$ cat src/rtl/snn_pkg.sv
// Shared types and constants for the SNN inference-engine control path.
//   ctrl_state_t   : sequencer states (load byte, shift pixels, start core, compute, transmit)
//   NUM_BYTES      : bytes per image
//   NUM_PIXELS     : input units per image (one bit per pixel)
//   ADDR_W         : input-unit RAM address width
//   DIGIT_W        : classification result width
//   ASCII_ZERO     : ASCII code of '0'
package snn_pkg;

  localparam int unsigned NUM_BYTES  = 98;
  localparam int unsigned NUM_PIXELS = NUM_BYTES * 8;
  localparam int unsigned ADDR_W     = 10;
  localparam int unsigned BYTE_W     = 8;
  localparam int unsigned DIGIT_W    = 4;
  localparam logic [BYTE_W-1:0] ASCII_ZERO = 8'h30;

  typedef enum logic [2:0] {
    LOAD,
    SHIFT,
    START,
    COMPUTE,
    TX
  } ctrl_state_t;

  // ASCII character for a digit; values above 9 pass through unchecked.
  function automatic logic [BYTE_W-1:0] digit_to_ascii(input logic [DIGIT_W-1:0] digit);
    return ASCII_ZERO + BYTE_W'(digit);
  endfunction

endpackage

$ cat src/rtl/snn_byte_unpacker.sv
// Receive-side byte holding register and LSB-first bit unpacker.
//   clk, rst_n : clock, synchronous active-low reset
//   rx_rdy     : one-cycle pulse, rx_data valid
//   rx_data    : received byte
//   byte_take  : sequencer consumes the held byte into the shift register
//   bit_shift  : advance the shift register by one pixel
//   byte_vld   : a byte is waiting in the holding register
//   bit_out    : current pixel bit (shift register LSB)
//   bit_last   : current pixel is the eighth of its byte
//   overrun    : sticky, a received byte was dropped
module snn_byte_unpacker
  import snn_pkg::*;
(
  input  logic              clk,
  input  logic              rst_n,
  input  logic              rx_rdy,
  input  logic [BYTE_W-1:0] rx_data,
  input  logic              byte_take,
  input  logic              bit_shift,
  output logic              byte_vld,
  output logic              bit_out,
  output logic              bit_last,
  output logic              overrun
);

  logic [BYTE_W-1:0] hold;
  logic              hold_vld;
  logic [BYTE_W-1:0] shreg;
  logic [2:0]        bit_cnt;

  // Holding register: a byte arriving while the previous one is still
  // unconsumed is dropped; a consume in the same cycle frees the slot.
  always_ff @(posedge clk) begin
    if (!rst_n) begin
      hold     <= '0;
      hold_vld <= 1'b0;
      overrun  <= 1'b0;
    end else begin
      if (rx_rdy) begin
        if (hold_vld && !byte_take) begin
          overrun <= 1'b1;
        end else begin
          hold     <= rx_data;
          hold_vld <= 1'b1;
        end
      end else if (byte_take) begin
        hold_vld <= 1'b0;
      end
    end
  end

  // Shift register and bit counter, LSB leaves first.
  always_ff @(posedge clk) begin
    if (!rst_n) begin
      shreg   <= '0;
      bit_cnt <= '0;
    end else if (byte_take) begin
      shreg   <= hold;
      bit_cnt <= '0;
    end else if (bit_shift) begin
      shreg   <= {1'b0, shreg[BYTE_W-1:1]};
      bit_cnt <= bit_cnt + 3'd1;
    end
  end

  assign byte_vld = hold_vld;
  assign bit_out  = shreg[0];
  assign bit_last = (bit_cnt == 3'd7);

endmodule

$ cat src/rtl/snn_ctrl.sv
// Top-level sequencer: unpacks a UART byte stream into the input-unit RAM,
// starts snn_core, waits for its result and sends it back as an ASCII digit.
//   clk, rst_n : clock, synchronous active-low reset
//   rx_rdy     : one-cycle pulse, rx_data valid
//   rx_data    : received byte, bit0 = lowest pixel address
//   core_addr  : snn_core input-unit address, routed to the RAM in COMPUTE
//   ram_addr   : input-unit RAM address
//   ram_we     : input-unit RAM write enable
//   ram_d      : input-unit RAM write data
//   snn_start  : one-cycle start pulse to snn_core
//   snn_done   : one-cycle done pulse from snn_core
//   snn_digit  : classification result, valid with snn_done
//   tx_rdy     : transmitter able to accept a byte
//   tx_start   : one-cycle pulse, send tx_data
//   tx_data    : ASCII '0' + digit
//   led        : last classified digit
//   busy       : low only when idle at the start of an image
//   overrun    : sticky, a received byte was dropped
module snn_ctrl
  import snn_pkg::*;
(
  input  logic               clk,
  input  logic               rst_n,
  input  logic               rx_rdy,
  input  logic [BYTE_W-1:0]  rx_data,
  input  logic [ADDR_W-1:0]  core_addr,
  output logic [ADDR_W-1:0]  ram_addr,
  output logic               ram_we,
  output logic               ram_d,
  output logic               snn_start,
  input  logic               snn_done,
  input  logic [DIGIT_W-1:0] snn_digit,
  input  logic               tx_rdy,
  output logic               tx_start,
  output logic [BYTE_W-1:0]  tx_data,
  output logic [DIGIT_W-1:0] led,
  output logic               busy,
  output logic               overrun
);

  ctrl_state_t         state;
  logic [ADDR_W-1:0]   pix_cnt;
  logic [DIGIT_W-1:0]  dig;
  logic                byte_vld;
  logic                byte_take;
  logic                bit_shift;
  logic                bit_out;
  logic                bit_last;
  logic                pix_last;

  assign byte_take = (state == LOAD) && byte_vld;
  assign bit_shift = (state == SHIFT);
  assign pix_last  = (pix_cnt == ADDR_W'(NUM_PIXELS - 1));

  snn_byte_unpacker u_unpacker (
    .clk       (clk),
    .rst_n     (rst_n),
    .rx_rdy    (rx_rdy),
    .rx_data   (rx_data),
    .byte_take (byte_take),
    .bit_shift (bit_shift),
    .byte_vld  (byte_vld),
    .bit_out   (bit_out),
    .bit_last  (bit_last),
    .overrun   (overrun)
  );

  // Sequencer; ram_we and snn_start are registered alongside the state
  // they belong to, so they are high exactly in SHIFT and START.
  always_ff @(posedge clk) begin
    if (!rst_n) begin
      state     <= LOAD;
      pix_cnt   <= '0;
      dig       <= '0;
      led       <= '0;
      tx_data   <= '0;
      ram_we    <= 1'b0;
      snn_start <= 1'b0;
      tx_start  <= 1'b0;
    end else begin
      ram_we    <= 1'b0;
      snn_start <= 1'b0;
      tx_start  <= 1'b0;
      unique case (state)
        LOAD: begin
          if (byte_vld) begin
            state  <= SHIFT;
            ram_we <= 1'b1;
          end
        end
        SHIFT: begin
          if (bit_last) begin
            if (pix_last) begin
              pix_cnt   <= '0;
              state     <= START;
              snn_start <= 1'b1;
            end else begin
              pix_cnt <= pix_cnt + ADDR_W'(1);
              state   <= LOAD;
            end
          end else begin
            pix_cnt <= pix_cnt + ADDR_W'(1);
            ram_we  <= 1'b1;
          end
        end
        START: begin
          state <= COMPUTE;
        end
        COMPUTE: begin
          if (snn_done) begin
            dig   <= snn_digit;
            led   <= snn_digit;
            state <= TX;
          end
        end
        TX: begin
          if (tx_rdy) begin
            tx_start <= 1'b1;
            tx_data  <= digit_to_ascii(dig);
            state    <= LOAD;
          end
        end
        default: state <= LOAD;
      endcase
    end
  end

  // The core owns the RAM address only while it computes.
  assign ram_addr = (state == COMPUTE) ? core_addr : pix_cnt;
  assign ram_d    = bit_out;
  assign busy     = !((state == LOAD) && (pix_cnt == '0));

endmodule

$ cat config.mk
export PLATFORM = sky130hd
export DESIGN_NAME = snn_ctrl
export DESIGN_NICKNAME = d
export VERILOG_FILES = /design/src/rtl/snn_pkg.sv /design/src/rtl/snn_byte_unpacker.sv /design/src/rtl/snn_ctrl.sv
export SDC_FILE = /design/constraint.sdc
export NUM_CORES = 1
export LEC_CHECK = 0
export BUFFER_PORTS_ARGS = -buffer_cell sky130_fd_sc_hd__buf_2
export CORE_UTILIZATION = 52
export CTS_CLUSTER_DIAMETER = 40
export DETAILED_ROUTE_END_ITERATION = 16
export PLACE_DENSITY = 0.85
export SYNTH_ARGS = -nofsm -noshare
export SYNTH_HDL_FRONTEND = slang
export SYNTH_SLANG_ARGS = --single-unit
$ cat constraint.sdc
create_clock -name clk -period 2.3 [get_ports clk]
set_input_delay 0.46 -clock clk [delete_from_list [all_inputs] [get_ports clk]]
set_output_delay 0.46 -clock clk [all_outputs]
set_load 0.05 [all_outputs]
==> flow_summary.ini, run 1 <==
[worst_setup_path]
cp_max_fo = 10
worstPathCellList = nor2b_2 > nand2_2 > mux2_2 > buf_2
start_kind = flop
crit_path_max_incr_delay_ns = 0.49
worstSetupPathType = flop to output pin
endpoint_kind = output pin
path_delay_family = flip-flops
crit_arrival_ns = 1.67
critPathBufInv = 1
cpMaxStageDelayCell = dfxtp_1
required_ns = 1.84

[drt]
drt_first_pass_iters = 4
antenna_left = 0
avgRoutedWirePerCell_um = 12.6
initialDrtViolationCount = 68
vias = 1720
drt_wl_total_um = 4110
vias_per_cell = 5.29
drc = 0

[clock_tree]
cts_buffers = 5
clk_pin_slew_worst_paths_ns = 0.08
ctsResizeCount = 1
clk-insertion-delay-late_ns = 0.30
cts_buffer_depth = 2
postCtsSetupRepairBufs = 0
cts.sinks = 46
cts_tree = built
htree_num_levels = 2
cts_hold_buffers = 0
root_buffer = clkbuf_8

[floorplanning]
ios = 55
rows = 22
die_area_sq_um = 4230
fp.dieH_um = 65.0
die_x_um = 65.0
core_sq_um = 3740
start_util_pct = 55.2

[global_route]
grt_pass1_wl_um = 6970
grt_antenna_before_repair = 0
track_usage_pct = 21.4
grt_max_degree = 30
grt_pass1_vias = 1599
grt_overflow_total = 0

[synth]
synth_common_cells = dfxtp_1, nor2_1, nand2_1, mux2i_1, a21oi_1
synth_top_area_cell = dfxtp_1
synth_edf_count = 0
postSynthCellCount = 223
synth-seq-cells = 46
synth_area_per_cell_sq_um = 9.26
seq_area_frac_synth_pct = 44.6
synth_flop_cell = dfxtp_1
synth.area.top_cells = dfxtp_1, mux2i_1, nor2_1, mux2_2, nand2_1
synth_cell_types = 39
async_reset_ff_share_pct = 0
synth_warnings = 0
synth.most_common_cell = dfxtp_1
syn_area_sq_um = 2070
synth_top_area_share_pct = 44.6

[sta]
finalSetupTns_ns = 0
slew_violations = 0
achievable-frequency_mhz = 469
hold_viol_final = 0
setup_ws_ns = 0.169
setup_violations = 0
finalCritPeriodShare_pct = 92.6
relSlewSlack_pct = 63.5
rsz0062_at_grt = false
skew_ns = 0.00525
worstMarginPinSlew_ns = 0.547
period_needed_ns = 2.13

[place]
placed_area_sq_um = 2370
dp_hpwl_um = 3030
place.gp.congestion = 0.810
port-buffer-count = 52
place_ws_ns = 0.245

[final_layout]
n_antenna_cell = 0
finish.instance_area_sq_um = 2460
nets = 307
final_util_pct = 65.8
drive_above_1_share_pct = 30.3
fill_cells = 319
synthToLayoutAreaGrowth_pct = 19.3

[power]
ir_drop_mv = 0.424
leakage_nw = 1.11
powerDensity_nw_per_um2 = 608

[worst_hold_path]
holdCritPathClass = input pin to flop

[run]
cap_viol_max_count = 0

[run_status]
status = completed
[per-stage QoR]
step | hold slack (ns) | instances | total power (W)
after CTS | 0.384 | 325 | 0.00151
after global placement | 0.444 | 317 | 0.00101
after detailed placement | 0.448 | 317 | 0.00102
after global routing | 0.389 | 325 | 0.00157
after floorplan | 0.432 | 224 | 0.000964
final | 0.391 | 325 | 0.00150
[cells in the final DEF, fill, tap and decap left out, types with 3 or more instances in the layout]
cell type  instances
nor4_1             3
nand2_1           23
inv_1              5
nand3_1            5
buf_4              6
a22oi_1            6
mux2i_1           16
nor3_1             4
nor2_1            36
clkbuf_8           6
a21oi_1           14
mux2_2            11
ha_1               4
buf_2             52
xnor2_1            9
dfxtp_1           45
[metal layers]
layer  up-vias  GRT usage [%]  share of wire, %
met5         -              0                 0
met1       801           25.1                44
li1        871              -                 -
met2        41           36.6                50
met3         7           5.81               4.1
met4         0           8.97               1.4
[worst min-delay path, cell delays in order]
cell     delay, ns
buf_2         0.07
mux2i_1       0.05
nor2_1        0.07
[flip-flops by register name (all words and copies together), names as in the netlist, 3 cells and up]
name                flops
u_unpacker.bit_cnt      3
tx_data                 5
u_unpacker.shreg        8
pix_cnt                10
state                   3
dig                     4
u_unpacker.hold         8
[path summary, 6_finish.rpt]
kind / slack (ns) / cells past startpoint / end / startpoint
max: 0.17 / 4 / ram_addr[0] / state[2]
min: 0.39 / 3 / u_unpacker.hold[4] / rx_data[4]
max reg2reg: 0.40 / 6 / pix_cnt[0] / u_unpacker.bit_cnt[0]
min reg2reg: 0.46 / 2 / u_unpacker.shreg[1] / u_unpacker.shreg[1]
[report_power, final]
group          switching, W  total (W)  leakage (nW)  internal (W)
clock              0.000255   0.000497        0.0482      0.000242
combinational      0.000104   0.000166         0.686     0.0000621
sequential        0.0000169   0.000835         0.374      0.000818
[final cells by class]
type	instances	area, sq um	share of cell area (%)
timing repair buffer	58	305	12.4
sequential	46	922	37.4
multi-input combinational	160	1070	43.3
inverter	5	18.8	0.761
clock buffer	7	86.3	3.50
tap	48	60.1	2.44
clock inverter	1	5.00	0.203
[cell families (layout without fill, tap and decap cells)]
kind of cell | count (synthesis) | count (layout) | share of synthesized area (%)
xor gates and xnor gates | 9 | 9 | 3.82
AOI/OAI and AO/OA | 27 | 27 | 9.15
and+or+nand+nor | 91 | 91 | 21.9
buffers and inverters | 18 | 71 | 4.18
adders and majority gates | 4 | 4 | 2.42
DFF | 46 | 46 | 44.6
other | 1 | 2 | 0.182
muxes | 27 | 27 | 13.7
(Power assumes the default switching activity.)
==> run 2: changes to the inputs <==
==> constraint.sdc (replaced) <==
create_clock -name clk -period 2.3 [get_ports clk]
set_input_delay 0.23 -clock clk [delete_from_list [all_inputs] [get_ports clk]]
set_output_delay 0.23 -clock clk [all_outputs]
set_load 0.05 [all_outputs]
==> run 2 against run 1 <==
Via count down 0.35%. Critical path depth unchanged. Global-route usage is 0.43 points higher. Count of clock-buffer cells in the layout fell by 1. Non-clock buffer count shrank 1. Register-to-register slack barely moved. Total power increased by 0.22%. Critical path type unchanged.
==> flow_summary.ini, run 2 (synthesis gave the netlist of run 1 again) <==
[sta]
achievable-frequency_mhz = 473
skew_ns = 0.00601
period_needed_ns = 2.11
hold_viol_final = 0
finalSetupTns_ns = 0
finalCritPeriodShare_pct = 91.9
setup_violations = 0
rsz0062_at_grt = false
worstMarginPinSlew_ns = 0.569
setup_ws_ns = 0.187
slew_violations = 0
relSlewSlack_pct = 61.7

[worst_setup_path]
worstPathCellList = nor2b_1 > nand2_1 > mux2_2 > buf_2
cpMaxStageDelayCell = dfxtp_1
crit_path_max_incr_delay_ns = 0.51
critPathBufInv = 1
endpoint_kind = output pin
required_ns = 2.07
worstSetupPathType = flop to output pin
path_delay_family = flip-flops
start_kind = flop
cp_max_fo = 11
crit_arrival_ns = 1.88

[power]
power_switching_w = 0.000381
p_int_w = 0.00112
clkPwrFrac_pct = 33.4
leakage_nw = 1.10
p_comb_share_pct = 11.0
seqPwrFrac_pct = 55.5
powerDensity_nw_per_um2 = 611
ir_drop_mv = 0.445
switching_share_pct = 25.3

[drt]
avgRoutedWirePerCell_um = 12.3
drc = 0
vias = 1714
vias_per_cell = 5.29
drt_first_pass_iters = 5
initialDrtViolationCount = 58
drt_wl_total_um = 3990
antenna_left = 0

[global_route]
grt_overflow_total = 0
grt_pass1_wl_um = 7100
grt_antenna_before_repair = 0
track_usage_pct = 21.9
grt_max_degree = 30
grt_pass1_vias = 1647

[clock_tree]
cts_tree = built
cts_buffers = 5
htree_num_levels = 2
cts_buffer_depth = 2
postCtsSetupRepairBufs = 0
cts.sinks = 46
root_buffer = clkbuf_8
clk-insertion-delay-late_ns = 0.29
ctsResizeCount = 0
cts_hold_buffers = 0
clk_pin_slew_worst_paths_ns = 0.08

[place]
port-buffer-count = 52
dp.cells = 316
place.gp.congestion = 0.772
place_ws_ns = 0.408
dp_hpwl_um = 2920

[final_layout]
mostFrequentLayoutCell = buf_2
reg_top3 = pix_cnt (10), u_unpacker.hold (8), u_unpacker.shreg (8)
n_antenna_cell = 0
most-common-layout-cells = buf_2, dfxtp_1, nor2_1
drive_above_1_share_pct = 29.7
finalNonFillerCells = 324
fill_cells = 326
largest-register = pix_cnt
largest_reg_flops = 10
final_util_pct = 65.6
synthToLayoutAreaGrowth_pct = 18.9
nets = 306

[floorplanning]
rows = 22
core_sq_um = 3740
die_area_sq_um = 4230
fp.dieH_um = 65.0
ios = 55
start_util_pct = 55.2
die_x_um = 65.0

[worst_hold_path]
holdCritPathClass = input pin to flop

[run]
cap_viol_max_count = 0

[run_status]
status = completed
[run 2: tightest hold or removal path, cell delays in order]
cell	delay, ns
buf_2	0.07
mux2i_1	0.05
nor2_1	0.07
[run 2: path summary, 6_finish.rpt]
| path | slack (ns) | cells past startpoint | start | endpoint |
|---|---|---|---|---|
| setup / recovery | 0.19 | 4 | state[0] | ram_addr[9] |
| hold reg to reg | 0.46 | 2 | u_unpacker.shreg[4] | u_unpacker.shreg[4] |
| hold / removal | 0.16 | 3 | rx_data[5] | u_unpacker.hold[5] |
| setup reg to reg | 0.40 | 6 | u_unpacker.bit_cnt[0] | pix_cnt[3] |
[run 2: metal layers]
| layer | part of all wire (%) | up-vias | GRT usage, % |
|---|---|---|---|
| met5 | 0 | - | 0 |
| met4 | 1.3 | 0 | 8.42 |
| met3 | 4.8 | 5 | 6.51 |
| met2 | 50 | 51 | 38.4 |
| met1 | 44 | 788 | 24.6 |
| li1 | - | 870 | - |
[run 2: metrics by stage]
stage	hold WS, ns	cell area [sq um]	total power [W]
2_1_floorplan	0.348	2070	0.000964
3_3_place_gp	0.442	2360	0.00101
3_5_place_dp	0.449	2360	0.00102
4_1_cts	0.147	2450	0.00152
5_1_grt	0.173	2460	0.00158
6_report	0.160	2460	0.00150
[run 2: layout make-up]
type / instances / area, sq um / share of cell area [%]
Sequential cell: 46 / 922 / 37.5
Clock buffer: 6 / 82.6 / 3.36
Timing Repair Buffer: 57 / 298 / 12.1
Inverter: 5 / 18.8 / 0.764
Multi-Input combinational cell: 160 / 1060 / 43.3
Clock inverter: 2 / 12.5 / 0.509
Tap cell: 48 / 60.1 / 2.45
[run 2: power groups by stage]
stage / combinational, W / clock (W) / sequential, W
3_3_place_gp: 0.000162 / 0 / 0.000852
2_1_floorplan: 0.000107 / 0 / 0.000856
6_report: 0.000165 / 0.000502 / 0.000834
4_1_cts: 0.000167 / 0.000523 / 0.000834
3_5_place_dp: 0.000167 / 0 / 0.000852
5_1_grt: 0.000183 / 0.000563 / 0.000837
==> run 3: changes to the inputs <==
--- a/config.mk
+++ b/config.mk
@@ -9,6 +9,7 @@
 export CORE_UTILIZATION = 52
 export CTS_CLUSTER_DIAMETER = 40
 export DETAILED_ROUTE_END_ITERATION = 16
+export GPL_ROUTABILITY_DRIVEN = 0
 export PLACE_DENSITY = 0.85
 export SYNTH_ARGS = -nofsm -noshare
 export SYNTH_HDL_FRONTEND = slang
==> constraint.sdc (replaced) <==
create_clock -name clk -period 2.35 [get_ports clk]
set_input_delay 0.235 -clock clk [delete_from_list [all_inputs] [get_ports clk]]
set_output_delay 0.235 -clock clk [all_outputs]
set_load 0.05 [all_outputs]
==> run 3 against run 2 <==
Sequential share of layout area is 0.12 points higher. Non-clock buffer count is 1 lower. Clock skew hardly changed. Final area is 0.31% lower.
==> flow_summary.ini, run 3 (synthesis gave the netlist of run 1 again) <==
[run_status]
status = completed

[worst_setup_path]
r2r_cells = 6
worstSetupPathType = flop to output pin
cp_max_fo = 11
timing.rr.start = u_unpacker.bit_cnt[0]
rrSetupSlack_ns = 0.45
r2r-end = pix_cnt[4]
start_kind = flop
required_ns = 2.12
crit_arrival_ns = 1.90
endpoint_kind = output pin

[global_route]
grt_overflow_total = 0
grt_pass1_vias = 1542
grt_pass1_wl_um = 6660
grt_antenna_before_repair = 0
track_usage_pct = 20.3
grt_max_degree = 30

[clock_tree]
cts_hold_buffers = 0
clk-insertion-delay-late_ns = 0.30
root_buffer = clkbuf_8
htree_num_levels = 2
cts_tree = built
cts_buffers = 5
postCtsSetupRepairBufs = 0
cts.sinks = 46
clk_pin_slew_worst_paths_ns = 0.08
cts_buffer_depth = 2

[sta]
period_needed_ns = 2.14
slew_violations = 0
skew_ns = 0.00611
relSlewSlack_pct = 60.1
finalSetupTns_ns = 0
hold_viol_final = 0
setup_violations = 0
achievable-frequency_mhz = 468
finalCritPeriodShare_pct = 91.0
worstMarginPinSlew_ns = 0.594
rsz0062_at_grt = false

[floorplanning]
die_x_um = 65.0
rows = 22
start_util_pct = 55.2
fp.dieH_um = 65.0
core_sq_um = 3740
ios = 55
die_area_sq_um = 4230

[run]
cap_viol_max_count = 0

[drt]
antenna_left = 0
initialDrtViolationCount = 90
avgRoutedWirePerCell_um = 12.2
vias_per_cell = 5.23
drt_first_pass_iters = 4
drc = 0
drt_wl_total_um = 3960
vias = 1688

[final_layout]
most-common-layout-cells = buf_2, dfxtp_1, nor2_1
fill_cells = 326
synthToLayoutAreaGrowth_pct = 18.5
nets = 305
mostFrequentLayoutCell = buf_2
largest-register = pix_cnt
reg_top3 = pix_cnt (10), u_unpacker.hold (8), u_unpacker.shreg (8)
largest_reg_flops = 10
drive_above_1_share_pct = 29.5
final_util_pct = 65.4
n_antenna_cell = 0

[power]
ir_drop_mv = 0.574
leakage_nw = 1.10
total_power_w = 0.00147
powerDensity_nw_per_um2 = 601

[worst_hold_path]
holdCritPathClass = input pin to flop
hold-path-endpoint = u_unpacker.hold[5]
hp-start = rx_data[5]
holdPathStages = 3

[place]
port-buffer-count = 52
dp_hpwl_um = 2900
## run 3: worst max-delay path by stage
stage,slack (ns),endpoint,depth (start not counted),from
CTS,0.09,ram_addr[9],4,state[2]
global route,0.08,ram_addr[0],4,state[0]
floorplan,0.69,state[1],6,u_unpacker.bit_cnt[0]
detailed placement,0.44,ram_addr[9],4,state[2]
global placement,0.47,ram_addr[1],4,state[2]
finish,0.21,ram_addr[9],4,state[0]
## run 3: report_power, final
part	internal (W)	switching (W)	leakage (nW)	total, W
registers	0.000800	0.0000159	0.374	0.000816
logic	0.0000590	0.000101	0.675	0.000160
clock network	0.000236	0.000259	0.0472	0.000496
## run 3: critical path, stage by stage (launching register included)
cell	delay [ns]
dfxtp_1	0.52
nor2b_1	0.23
nand2_1	0.28
mux2_2	0.37
buf_2	0.21
## run 3: final cells by class
| class | count | area (sq um) | share of cell area (%) |
|---|---|---|---|
| multi-input combinational | 160 | 1060 | 43.4 |
| tap | 48 | 60.1 | 2.45 |
| sequential | 46 | 922 | 37.7 |
| inverter | 5 | 18.8 | 0.766 |
| clock inverter | 2 | 12.5 | 0.511 |
| timing repair buffer | 56 | 290 | 11.9 |
| clock buffer | 6 | 82.6 | 3.37 |
## run 3: per-stage QoR
| stage | instances | hold slack [ns] | area (sq um) | worst slack, ns |
|---|---|---|---|---|
| finish | 323 | 0.163 | 2450 | 0.212 |
| detailed placement | 315 | 0.451 | 2350 | 0.440 |
| CTS | 323 | 0.161 | 2450 | 0.0916 |
| global placement | 315 | 0.443 | 2350 | 0.475 |
| floorplan | 224 | 0.353 | 2070 | 0.686 |
| global route | 323 | 0.162 | 2450 | 0.0846 |
## run 3: timing repair
action	in CTS	in global routing
setup endpoints to repair	0	10
endpoints found under the hold margin	0	0
resized for setup	0	1
## run 3: routing by layer
| layer | global-route usage [%] | part of all wire (%) |
|---|---|---|
| met5 | 0 | 0 |
| met1 | 23.9 | 46 |
| met2 | 35.8 | 49 |
| met4 | 5.71 | 0.38 |
| met3 | 5.46 | 4.8 |
